$ cat config.mk
export PLATFORM = sky130hd
export DESIGN_NAME = pipe_ctrl_unit
export DESIGN_NICKNAME = d
export VERILOG_FILES = /design/src/rtl/ctrl_pkg.sv /design/src/rtl/ctrl_decode.sv /design/src/rtl/pipe_ctrl_unit.sv
export SDC_FILE = /design/constraint.sdc
export NUM_CORES = 1
export LEC_CHECK = 0
export BUFFER_PORTS_ARGS = -buffer_cell sky130_fd_sc_hd__buf_2
export CAP_MARGIN = 30
export CORE_MARGIN = 2
export CORE_UTILIZATION = 40
export CTS_CLUSTER_SIZE = 12
export DETAILED_ROUTE_END_ITERATION = 8
export GPL_TIMING_DRIVEN = 0
export PLACE_DENSITY = 0.66
export SLEW_MARGIN = 15
export SYNTH_ARGS = -nofsm -noshare
export SYNTH_HDL_FRONTEND = slang
export SYNTH_SLANG_ARGS = --single-unit
$ cat constraint.sdc
create_clock -name clk -period 1.75 [get_ports clk]
set_input_delay 0.2625 -clock clk [delete_from_list [all_inputs] [get_ports clk]]
set_output_delay 0.2625 -clock clk [all_outputs]
set_load 0.01 [all_outputs]
$ cat src/rtl/ctrl_pkg.sv
// Shared opcode map, ALUOp encodings, EX control bundle and halt FSM states
// for the pipeline control unit.
package ctrl_pkg;

   localparam logic [6:0] OP_R     = 7'b0110011;
   localparam logic [6:0] OP_LOAD  = 7'b0000011;
   localparam logic [6:0] OP_STORE = 7'b0100011;
   localparam logic [6:0] OP_BR    = 7'b1100011;
   localparam logic [6:0] OP_I     = 7'b0010011;
   localparam logic [6:0] OP_LUI   = 7'b0110111;
   localparam logic [6:0] OP_JAL   = 7'b1101111;
   localparam logic [6:0] OP_JALR  = 7'b1100111;
   localparam logic [6:0] OP_HALT  = 7'b1111111;
   localparam logic [6:0] OP_AUIPC = 7'b0010111;

   localparam logic [1:0] ALUOP_ADD   = 2'b00;  // load/store/AUIPC/JAL
   localparam logic [1:0] ALUOP_BR    = 2'b01;
   localparam logic [1:0] ALUOP_FUNCT = 2'b10;  // R/I-type, funct fields decide
   localparam logic [1:0] ALUOP_PASS  = 2'b11;  // JALR/LUI

   typedef struct packed {
      logic       alu_src;
      logic       mem_to_reg;
      logic       reg_write;
      logic       mem_read;
      logic       mem_write;
      logic       branch;
      logic       jump;
      logic       jump_reg;
      logic       auipc;
      logic [1:0] alu_op;
   } ctrl_bundle_t;

   localparam ctrl_bundle_t BUBBLE = '0;

   typedef enum logic [1:0] {
      ST_RUN    = 2'd0,
      ST_DRAIN  = 2'd1,
      ST_HALTED = 2'd2
   } halt_state_t;

endpackage

$ cat src/rtl/ctrl_decode.sv
// Combinational opcode decoder: control bundle, illegal flag, HALT detect
// and which source registers the instruction actually reads.
module ctrl_decode
   import ctrl_pkg::*;
#(
   parameter bit EN_AUIPC = 1'b1
) (
   input  logic [6:0]   opcode,
   output ctrl_bundle_t ctrl,
   output logic         illegal,
   output logic         is_halt,
   output logic         rs1_used,
   output logic         rs2_used
);

   always_comb begin
      // NOTE: every output gets a default before the case so no path infers a latch.
      ctrl     = BUBBLE;
      illegal  = 1'b0;
      is_halt  = 1'b0;
      rs1_used = 1'b0;
      rs2_used = 1'b0;
      case (opcode)
         OP_R: begin
            ctrl.reg_write = 1'b1;
            ctrl.alu_op    = ALUOP_FUNCT;
            rs1_used       = 1'b1;
            rs2_used       = 1'b1;
         end
         OP_LOAD: begin
            ctrl.alu_src    = 1'b1;
            ctrl.mem_to_reg = 1'b1;
            ctrl.reg_write  = 1'b1;
            ctrl.mem_read   = 1'b1;
            ctrl.alu_op     = ALUOP_ADD;
            rs1_used        = 1'b1;
         end
         OP_STORE: begin
            ctrl.alu_src   = 1'b1;
            ctrl.mem_write = 1'b1;
            ctrl.alu_op    = ALUOP_ADD;
            rs1_used       = 1'b1;
            rs2_used       = 1'b1;
         end
         OP_BR: begin
            ctrl.branch = 1'b1;
            ctrl.alu_op = ALUOP_BR;
            rs1_used    = 1'b1;
            rs2_used    = 1'b1;
         end
         OP_I: begin
            ctrl.alu_src   = 1'b1;
            ctrl.reg_write = 1'b1;
            ctrl.alu_op    = ALUOP_FUNCT;
            rs1_used       = 1'b1;
         end
         OP_LUI: begin
            ctrl.alu_src   = 1'b1;
            ctrl.reg_write = 1'b1;
            ctrl.alu_op    = ALUOP_PASS;
         end
         OP_JAL: begin
            ctrl.reg_write = 1'b1;
            ctrl.jump      = 1'b1;
            ctrl.alu_op    = ALUOP_ADD;
         end
         OP_JALR: begin
            ctrl.alu_src   = 1'b1;
            ctrl.reg_write = 1'b1;
            ctrl.jump      = 1'b1;
            ctrl.jump_reg  = 1'b1;
            ctrl.alu_op    = ALUOP_PASS;
            rs1_used       = 1'b1;
         end
         OP_AUIPC: begin
            if (EN_AUIPC) begin
               ctrl.alu_src   = 1'b1;
               ctrl.reg_write = 1'b1;
               ctrl.auipc     = 1'b1;
               ctrl.alu_op    = ALUOP_ADD;
            end else begin
               illegal = 1'b1;
            end
         end
         OP_HALT: is_halt = 1'b1;
         default: illegal = 1'b1;
      endcase
   end

endmodule

$ cat src/rtl/pipe_ctrl_unit.sv
// Pipeline control: decodes ID, registers the EX control bundle, resolves
// flush/load-use stalls and sequences HALT through a drain period.
module pipe_ctrl_unit
   import ctrl_pkg::*;
#(
   parameter int unsigned DRAIN_CYCLES = 4,
   parameter bit          EN_AUIPC     = 1'b1
) (
   input  logic       clk,
   input  logic       reset,
   input  logic [6:0] Opcode,
   input  logic       IdValid,
   input  logic [4:0] IdRs1,
   input  logic [4:0] IdRs2,
   input  logic [4:0] ExRd,
   input  logic       BranchTaken,
   output logic       ExALUSrc,
   output logic       ExMemtoReg,
   output logic       ExRegWrite,
   output logic       ExMemRead,
   output logic       ExMemWrite,
   output logic       ExBranch,
   output logic       ExJump,
   output logic       ExJumpReg,
   output logic       ExAuipc,
   output logic [1:0] ExALUOp,
   output logic       ExValid,
   output logic       ExIllegal,
   output logic       Stall,
   output logic       Flush,
   output logic       Halted
);

   localparam logic [3:0] DRAIN_LOAD = 4'(DRAIN_CYCLES - 1);

   halt_state_t  state, state_nxt;
   logic [3:0]   cnt, cnt_nxt;
   ctrl_bundle_t id_ctrl, ex_ctrl, ex_ctrl_nxt;
   logic         id_illegal, id_is_halt, rs1_used, rs2_used;
   logic         ex_valid, ex_valid_nxt;
   logic         ex_illegal, ex_illegal_nxt;
   logic         load_use;

   ctrl_decode #(
      .EN_AUIPC (EN_AUIPC)
   ) u_decode (
      .opcode   (Opcode),
      .ctrl     (id_ctrl),
      .illegal  (id_illegal),
      .is_halt  (id_is_halt),
      .rs1_used (rs1_used),
      .rs2_used (rs2_used)
   );

   // x0 never carries a loaded value, so a load into x0 cannot create a hazard.
   assign load_use = IdValid && ex_valid && ex_ctrl.mem_read && (ExRd != 5'd0) &&
                     ((rs1_used && (ExRd == IdRs1)) || (rs2_used && (ExRd == IdRs2)));

   always_comb begin
      state_nxt      = state;
      cnt_nxt        = cnt;
      ex_ctrl_nxt    = BUBBLE;
      ex_valid_nxt   = 1'b0;
      ex_illegal_nxt = 1'b0;
      Stall          = 1'b0;
      Flush          = 1'b0;
      case (state)
         ST_RUN: begin
            if (BranchTaken) begin
               Flush = 1'b1;
            end else if (load_use) begin
               Stall = 1'b1;
            end else if (IdValid) begin
               if (id_illegal) begin
                  ex_illegal_nxt = 1'b1;
               end else if (id_is_halt) begin
                  state_nxt = ST_DRAIN;
                  cnt_nxt   = DRAIN_LOAD;
               end else begin
                  ex_ctrl_nxt  = id_ctrl;
                  ex_valid_nxt = 1'b1;
               end
            end
         end
         ST_DRAIN: begin
            Stall = 1'b1;
            Flush = 1'b1;
            if (cnt == 4'd0) state_nxt = ST_HALTED;
            else             cnt_nxt   = cnt - 4'd1;
         end
         ST_HALTED: begin
            Stall = 1'b1;
            Flush = 1'b1;
         end
         default: state_nxt = ST_RUN;
      endcase
   end

   always_ff @(posedge clk) begin
      // NOTE: state uses non-blocking assignments; reset is only seen on a clock edge.
      if (!reset) begin
         state      <= ST_RUN;
         cnt        <= 4'd0;
         ex_ctrl    <= BUBBLE;
         ex_valid   <= 1'b0;
         ex_illegal <= 1'b0;
         Halted     <= 1'b0;
      end else begin
         state      <= state_nxt;
         cnt        <= cnt_nxt;
         ex_ctrl    <= ex_ctrl_nxt;
         ex_valid   <= ex_valid_nxt;
         ex_illegal <= ex_illegal_nxt;
         Halted     <= (state == ST_HALTED);
      end
   end

   assign ExALUSrc   = ex_ctrl.alu_src;
   assign ExMemtoReg = ex_ctrl.mem_to_reg;
   assign ExRegWrite = ex_ctrl.reg_write;
   assign ExMemRead  = ex_ctrl.mem_read;
   assign ExMemWrite = ex_ctrl.mem_write;
   assign ExBranch   = ex_ctrl.branch;
   assign ExJump     = ex_ctrl.jump;
   assign ExJumpReg  = ex_ctrl.jump_reg;
   assign ExAuipc    = ex_ctrl.auipc;
   assign ExALUOp    = ex_ctrl.alu_op;
   assign ExValid    = ex_valid;
   assign ExIllegal  = ex_illegal;

endmodule

==> impl_metrics.env, run 1 <==
export IMPL_status="complete, but fails checks"
export IMPL_violations="setup timing"
export IMPL_hold_class="primary input to register"
export IMPL_grt_util_met2=0.338
export IMPL_synthArstFlopShare=0
export IMPL_die_area_mm2=0.00338
export IMPL_path_buf_inv=2
export IMPL_syn_to_final_growth_pct=31.2
export IMPL_synth_edf_count=0
export IMPL_route_detailed_vias_per_inst=5.37
export IMPL_ys_warn_count=0
export IMPL_cts_buffers=3
export IMPL_route_vias_total=1149
export IMPL_fin_crit_sh=1.04
export IMPL_cp_depth=7
export IMPL_layout_cells_non_filler=214
export IMPL_required_ps=1490
export IMPL_overflow=0
export IMPL_crit_arrival_ps=1560
export IMPL_clock_path_buffers=2
export IMPL_nFillCells=251
export IMPL_grt_pass1_vias=1096
export IMPL_pre_cts_slack_ps=-196
export IMPL_period_minus_slack_ps=1820
export IMPL_timing_critical_path_mode_cell="buf_2"
export IMPL_cts_root_buf="clkbuf_4"
export IMPL_coreArea_mm2=0.00276
export IMPL_drive_above_1_share=0.393
export IMPL_max_slew_margin=0.731
export IMPL_crit_end="Stall"
export IMPL_r2r_slack_ps=200
export IMPL_dp_hpwl_um=2130
export IMPL_wl_per_cell_um=13.0
export IMPL_grt_pass1_wl_um=4570
export IMPL_boundaryPins=42
export IMPL_dp_cells=203
export IMPL_antennaDiodeCount=0
export IMPL_timing_critical_path_from="ExRd[0]"
export IMPL_wirelength_um=2790
export IMPL_row_count=19
export IMPL_cap_violations=0
export IMPL_crit_path_start_kind="primary input"
export IMPL_reg2reg_from="cnt[0]"
export IMPL_synthCells=132
export IMPL_cts_tree="built"
export IMPL_leakage_nw=0.676
export IMPL_drt_pass1_iterations=4
export IMPL_drtIter0Drc=15
export IMPL_fin_skew_ps=9.10
export IMPL_start_util=0.425
export IMPL_worstReg2RegEnd="cnt[0]"
export IMPL_fp_dieW_um=58.1
export IMPL_crit_family="compound AO/OA/AOI/OAI gates"
export IMPL_avgSynthCellArea_um2=8.87
export IMPL_use_met3=0.0402
export IMPL_portBuffers=40
export IMPL_ys_seq_elements=19
export IMPL_slew_violations=0
export IMPL_use_met1=0.188
export IMPL_htreeDepth=1
export IMPL_yosysUniqueCellTypes=41
export IMPL_setup_viol=1
export IMPL_crit_path_max_fanout=3
export IMPL_r2r_cells=7
export IMPL_worstPathCellList="buf_2 > xor2_1 > nor4_2 > o2111ai_2 > a211o_1 > a21oi_2 > buf_2"
export IMPL_synth_flop_cell="dfxtp_1"
export IMPL_setup_tns_ps=-73.6
export IMPL_rsz0062_at_grt="true"
export IMPL_cts_hold_repair_buffers=0
export IMPL_gp_congestion=0.739
export IMPL_tightest_slew_ps=404
export IMPL_clkSinkCount=19
export IMPL_finalNetCount=217
export IMPL_remaining_drc_errors=0
export IMPL_crit_path_max_incr_delay_ps=320
export IMPL_fmax_ghz=0.548
export IMPL_worst_setup_path_type="primary input to output pin"
export IMPL_power_density_mw_per_mm2=884
export IMPL_clk_latency_ps=300
export IMPL_worstSetupEndpointType="output pin"
export IMPL_grt_max_degree=12
export IMPL_synth_area_mm2=0.00117
export IMPL_syn_num_nets=165
export IMPL_path_clk_slew_ps=120
export IMPL_yosysSeqAreaShare=0.325
export IMPL_top_usage_layer="met2"
export IMPL_die_y_um=58.1
export IMPL_crit_slowest_cell="a211o_1"
export IMPL_antenna_found_initial=0
export IMPL_fin_util=0.557
export IMPL_final_antenna_net_count=0
export IMPL_ir_worst_vdd_uv=705
export IMPL_grt_usage=0.174
export IMPL_worst_slack_ps=-73.6
export IMPL_hold_viol_final=0
[Yosys cell counts, drive strengths merged, types with 4 or more instances]
master | instances | area, um^2
ha | 7 | 87.6
dfxtp | 19 | 380
a211oi | 5 | 37.5
o21ai | 6 | 30.0
nor4 | 4 | 50.1
a21oi | 8 | 55.1
xor2 | 7 | 61.3
nor2 | 13 | 48.8
nand2 | 11 | 41.3
inv | 9 | 33.8
nor3 | 5 | 25.0
[registers in the layout, summed over array words and instances (netlist names)]
signal / flops
state: 2
ExBranch: 1
ExAuipc: 1
ExJump: 1
cnt: 4
ExALUOp: 2
Halted: 1
ExValid: 1
ExJumpReg: 1
ExIllegal: 1
ExMemRead: 1
ExMemWrite: 1
ExRegWrite: 1
ExALUSrc: 1
[area by class of cell]
class	instances	area [um^2]	share of cell area
inverter	9	36.3	0.0236
sequential	19	383	0.249
buffer	4	21.3	0.0138
clock inverter	1	5.00	0.00326
timing repair buffer	47	272	0.177
tap	31	38.8	0.0252
clock buffer	3	22.5	0.0147
multi-input combinational	100	758	0.493
[cells in the final DEF (no fill, tap or decap), types with 2 or more instances in the layout]
| master | count |
|---|---|
| a211oi_1 | 5 |
| buf_2 | 39 |
| nor3_1 | 5 |
| clkbuf_4 | 3 |
| buf_6 | 3 |
| mux2i_1 | 2 |
| inv_2 | 2 |
| xor2_1 | 7 |
| ha_1 | 6 |
| a21oi_1 | 6 |
| inv_1 | 6 |
| nand3_1 | 3 |
| dfxtp_1 | 17 |
| nand2_1 | 11 |
| o2111ai_2 | 2 |
| nor4_2 | 4 |
| a32oi_1 | 2 |
| nor2_1 | 12 |
| a211o_1 | 2 |
| o21ai_0 | 6 |
| xnor2_1 | 3 |
| and2_1 | 2 |
| nand2b_1 | 2 |
| buf_4 | 8 |
| dfxtp_2 | 2 |
[timing repair]
item                                    in CTS  in global routing
pin swaps                                   10                  2
endpoints found under the setup margin       1                  2
buffers inserted                             6                  1
gates resized for setup                     14                  1
[worst min path at each step]
stage | start | endpoint | slack, ps | cells after the start
after global routing | Opcode[5] | ExAuipc | 200 | 2
after CTS | Opcode[5] | ExAuipc | 180 | 2
after floorplan | Opcode[5] | ExAuipc | 340 | 1
final | Opcode[5] | ExAuipc | 200 | 2
after detailed placement | cnt[3] | cnt[3] | 510 | 2
after global placement | cnt[3] | cnt[3] | 480 | 2
[per-stage QoR]
stage / area, um^2 / hold slack, ps / total power [mW]
3_3_place_gp: 1410 / 485 / 0.981
2_1_floorplan: 1170 / 340 / 0.846
3_5_place_dp: 1410 / 514 / 1.00
4_1_cts: 1530 / 184 / 1.36
5_1_grt: 1540 / 202 / 1.45
6_report: 1540 / 203 / 1.36
[cells by family (layout without fill, tap and decap cells)]
| group | Yosys count | count (layout) | share of synthesized area |
|---|---|---|---|
| and+or+nand+nor | 48 | 48 | 0.228 |
| AOI/OAI and AO/OA | 33 | 33 | 0.234 |
| DFF | 19 | 19 | 0.325 |
| buffers and inverters | 13 | 64 | 0.0470 |
| xor gates and xnor gates | 10 | 10 | 0.0748 |
| adders and majority gates | 7 | 7 | 0.0748 |
| muxes | 2 | 2 | 0.0171 |
[per-layer routing]
layer,wire (um),share of wire
met1,1130,0.41
met2,1500,0.54
met3,140,0.050
met4,17,0.0061
met5,0,0
[report_power, final]
part / switching (mW) / internal, mW / leakage [nW]
Combinational: 0.324 / 0.310 / 0.504
Sequential: 0.0253 / 0.471 / 0.154
Clock: 0.143 / 0.0852 / 0.0177
No activity file was read; power rests on OpenSTA's default activity.
==> run 2, diff against run 1 <==
--- a/config.mk
+++ b/config.mk
@@ -12,8 +12,9 @@
 export CTS_CLUSTER_SIZE = 12
 export DETAILED_ROUTE_END_ITERATION = 8
 export GPL_TIMING_DRIVEN = 0
-export PLACE_DENSITY = 0.66
+export PLACE_DENSITY = 0.65
 export SLEW_MARGIN = 15
 export SYNTH_ARGS = -nofsm -noshare
 export SYNTH_HDL_FRONTEND = slang
+export SYNTH_HIERARCHICAL = 1
 export SYNTH_SLANG_ARGS = --single-unit
==> impl_metrics.env, run 2 <==
export IMPL_status="complete, but fails checks"
export IMPL_violations="DRC"
export IMPL_dpl_cell_area_mm2=0.00145
export IMPL_ys_seq_elements=20
export IMPL_crit_slowest_cell="or2_4"
export IMPL_final_cell_area_mm2=0.00169
export IMPL_r2r_slack_ps=190
export IMPL_ir_worst_vdd_uv=295
export IMPL_wl_per_cell_um=11.7
export IMPL_route_vias_total=1137
export IMPL_setup_viol=0
export IMPL_fin_skew_ps=1.91
export IMPL_synth_area_mm2=0.00120
export IMPL_seq_area_um2=403
export IMPL_gp_congestion=0.867
export IMPL_crit_path_start_kind="primary input"
export IMPL_portBuffers=40
export IMPL_yosysUniqueCellTypes=40
export IMPL_r2r_cells=7
export IMPL_coreArea_mm2=0.00281
export IMPL_start_util=0.429
export IMPL_required_ps=1490
export IMPL_crit_family="simple AND/OR/NAND/NOR gates"
export IMPL_drt_pass1_iterations=6
export IMPL_cts_root_buf="clkbuf_4"
export IMPL_synthArstFlopShare=0
export IMPL_netlist_top_cells_count="dfxtp_1, and2_1, nand2_1, nor2_1"
export IMPL_timing_critical_path_mode_cell="buf_2"
export IMPL_cts_hold_repair_buffers=0
export IMPL_top_register="cnt"
export IMPL_worstPathCellList="buf_2 > nand2_4 > or2_4 > nor2_2 > nand2_1 > o22ai_2 > and2_4 > a21oi_2 > nor2_1 > buf_2"
export IMPL_max_slew_margin=0.811
export IMPL_wirelength_um=2600
export IMPL_finalNetCount=224
export IMPL_period_minus_slack_ps=1700
export IMPL_hold_class="primary input to register"
export IMPL_synth_area_leader_cell="dfxtp_1"
export IMPL_boundaryPins=42
export IMPL_worst_slack_ps=46.7
export IMPL_clkSinkCount=20
export IMPL_clock_path_buffers=2
export IMPL_grt_pass1_wl_um=4350
export IMPL_tightest_slew_ps=282
export IMPL_grt_pass1_vias=1027
export IMPL_multi_input_area_um2=826
export IMPL_power_density_mw_per_mm2=590
export IMPL_remaining_drc_errors=2
export IMPL_layout_common_cells="buf_2, dfxtp_1, and2_1"
export IMPL_ys_warn_count=6
export IMPL_min_from="reset"
export IMPL_holdPathStages=3
export IMPL_leakage_nw=0.729
export IMPL_reg2reg_from="state[1]"
export IMPL_row_count=19
export IMPL_synth_edf_count=0
export IMPL_dp_hpwl_um=1990
export IMPL_whs_endpoint="state[1]"
export IMPL_path_clk_slew_ps=110
export IMPL_worst_setup_path_type="primary input to output pin"
export IMPL_dp_cells=210
export IMPL_worstReg2RegEnd="cnt[3]"
export IMPL_clk_latency_ps=300
export IMPL_grt_usage=0.161
export IMPL_overflow=0
export IMPL_cap_violations=0
export IMPL_antenna_found_initial=0
export IMPL_largest_reg_flops=4
export IMPL_crit_path_max_fanout=5
export IMPL_final_common_cell="buf_2"
export IMPL_final_antenna_net_count=0
export IMPL_syn_to_final_growth_pct=40.7
export IMPL_nFillCells=258
export IMPL_synth_top_area_share=0.333
export IMPL_fmax_ghz=0.587
export IMPL_drtIter0Drc=17
export IMPL_synthTopCellsByArea="dfxtp_1, xnor2_1, and2_1, ha_1, a21oi_1"
export IMPL_avgSynthCellArea_um2=8.65
export IMPL_cts_buffers=3
export IMPL_fp_dieW_um=58.8
export IMPL_path_buf_inv=2
export IMPL_synthCells=139
export IMPL_crit_arrival_ps=1440
export IMPL_drive_above_1_share=0.450
export IMPL_yosysSeqAreaShare=0.333
export IMPL_hold_viol_final=0
export IMPL_pre_cts_slack_ps=-274
export IMPL_grt_max_degree=13
export IMPL_die_area_mm2=0.00346
export IMPL_antennaDiodeCount=0
export IMPL_fin_crit_sh=0.973
export IMPL_slew_violations=0
export IMPL_die_y_um=58.8
export IMPL_syn_num_nets=171
export IMPL_htreeDepth=1
export IMPL_crit_path_max_incr_delay_ps=260
export IMPL_cts_tree="built"
export IMPL_synth_flop_cell="dfxtp_1"
export IMPL_worstSetupEndpointType="output pin"
export IMPL_rsz0062_at_grt="true"
export IMPL_layout_cells_non_filler=222
export IMPL_yosysMostFrequentCell="dfxtp_1"
export IMPL_route_detailed_vias_per_inst=5.12
run 2: power by group:
group          total [mW]  switching [mW]  internal (mW)
Clock               0.379           0.148          0.231
Sequential          0.459         0.00148          0.457
Combinational       0.160          0.0782         0.0823
Total               0.998           0.227          0.771
run 2: how the worst max path moves through the flow:
stage | slack (ps) | endpoint | depth (start not counted) | startpoint
finish | 50 | Stall | 10 | Opcode[1]
detailed placement | -270 | cnt[3] | 9 | Opcode[4]
global route | -60 | Stall | 10 | Opcode[1]
global placement | -230 | cnt[3] | 9 | Opcode[4]
floorplan | 30 | cnt[1] | 8 | Opcode[3]
CTS | 6 | Stall | 10 | Opcode[1]
run 2: worst register-to-register path, stage by stage, from the launching register on:
cell and delay, ps:
dfxtp_2 360, inv_1 130, ha_4 190, a21boi_2 210
a31oi_4 60, buf_12 150, and2_4 150, a311oi_1 240
run 2: kinds of logic after synthesis:
group | synth area share
buffers and inverters | 0.0520
AO/OA/AOI/OAI | 0.168
flip-flops | 0.333
AND/OR/NAND/NOR | 0.286
adder cells (fa/ha/maj) | 0.0624
multiplexers | 0.0260
XOR/XNOR | 0.0728
run 2: through the flow:
stage | hold WS [ps] | TNS, ps | utilization | power, mW
2_1_floorplan | 390 | 0 | - | 0.541
3_3_place_gp | 479 | -2750 | 0.518 | 0.593
3_5_place_dp | 488 | -3230 | 0.518 | 0.598
4_1_cts | 245 | 0 | 0.558 | 0.987
5_1_grt | 264 | -90.1 | 0.603 | 1.03
6_report | 257 | 0 | 0.603 | 0.998
run 2: what timing repair did:
item,in CTS,in global routing
gates resized for setup,11,16
setup endpoints to repair,1,7
pin swaps,2,6
setup buffers,4,5
run 2: final cells by class:
cell class              instances  area share
clock buffers                   3      0.0133
plain buffers                   4      0.0222
multi-input cells             107       0.488
well taps                      31      0.0229
clock inverters                 1      0.0178
flip-flops and latches         20       0.238
repair buffers                 49       0.182
inverters                       7      0.0155
run 2: per-layer routing:
metal | up-vias | share of wire | global-route usage
met5 | - | 0 | 0
met4 | 0 | 0.010 | 0.0682
met3 | 2 | 0.049 | 0.0286
met2 | 34 | 0.47 | 0.256
met1 | 515 | 0.47 | 0.215
li1 | 586 | - | -
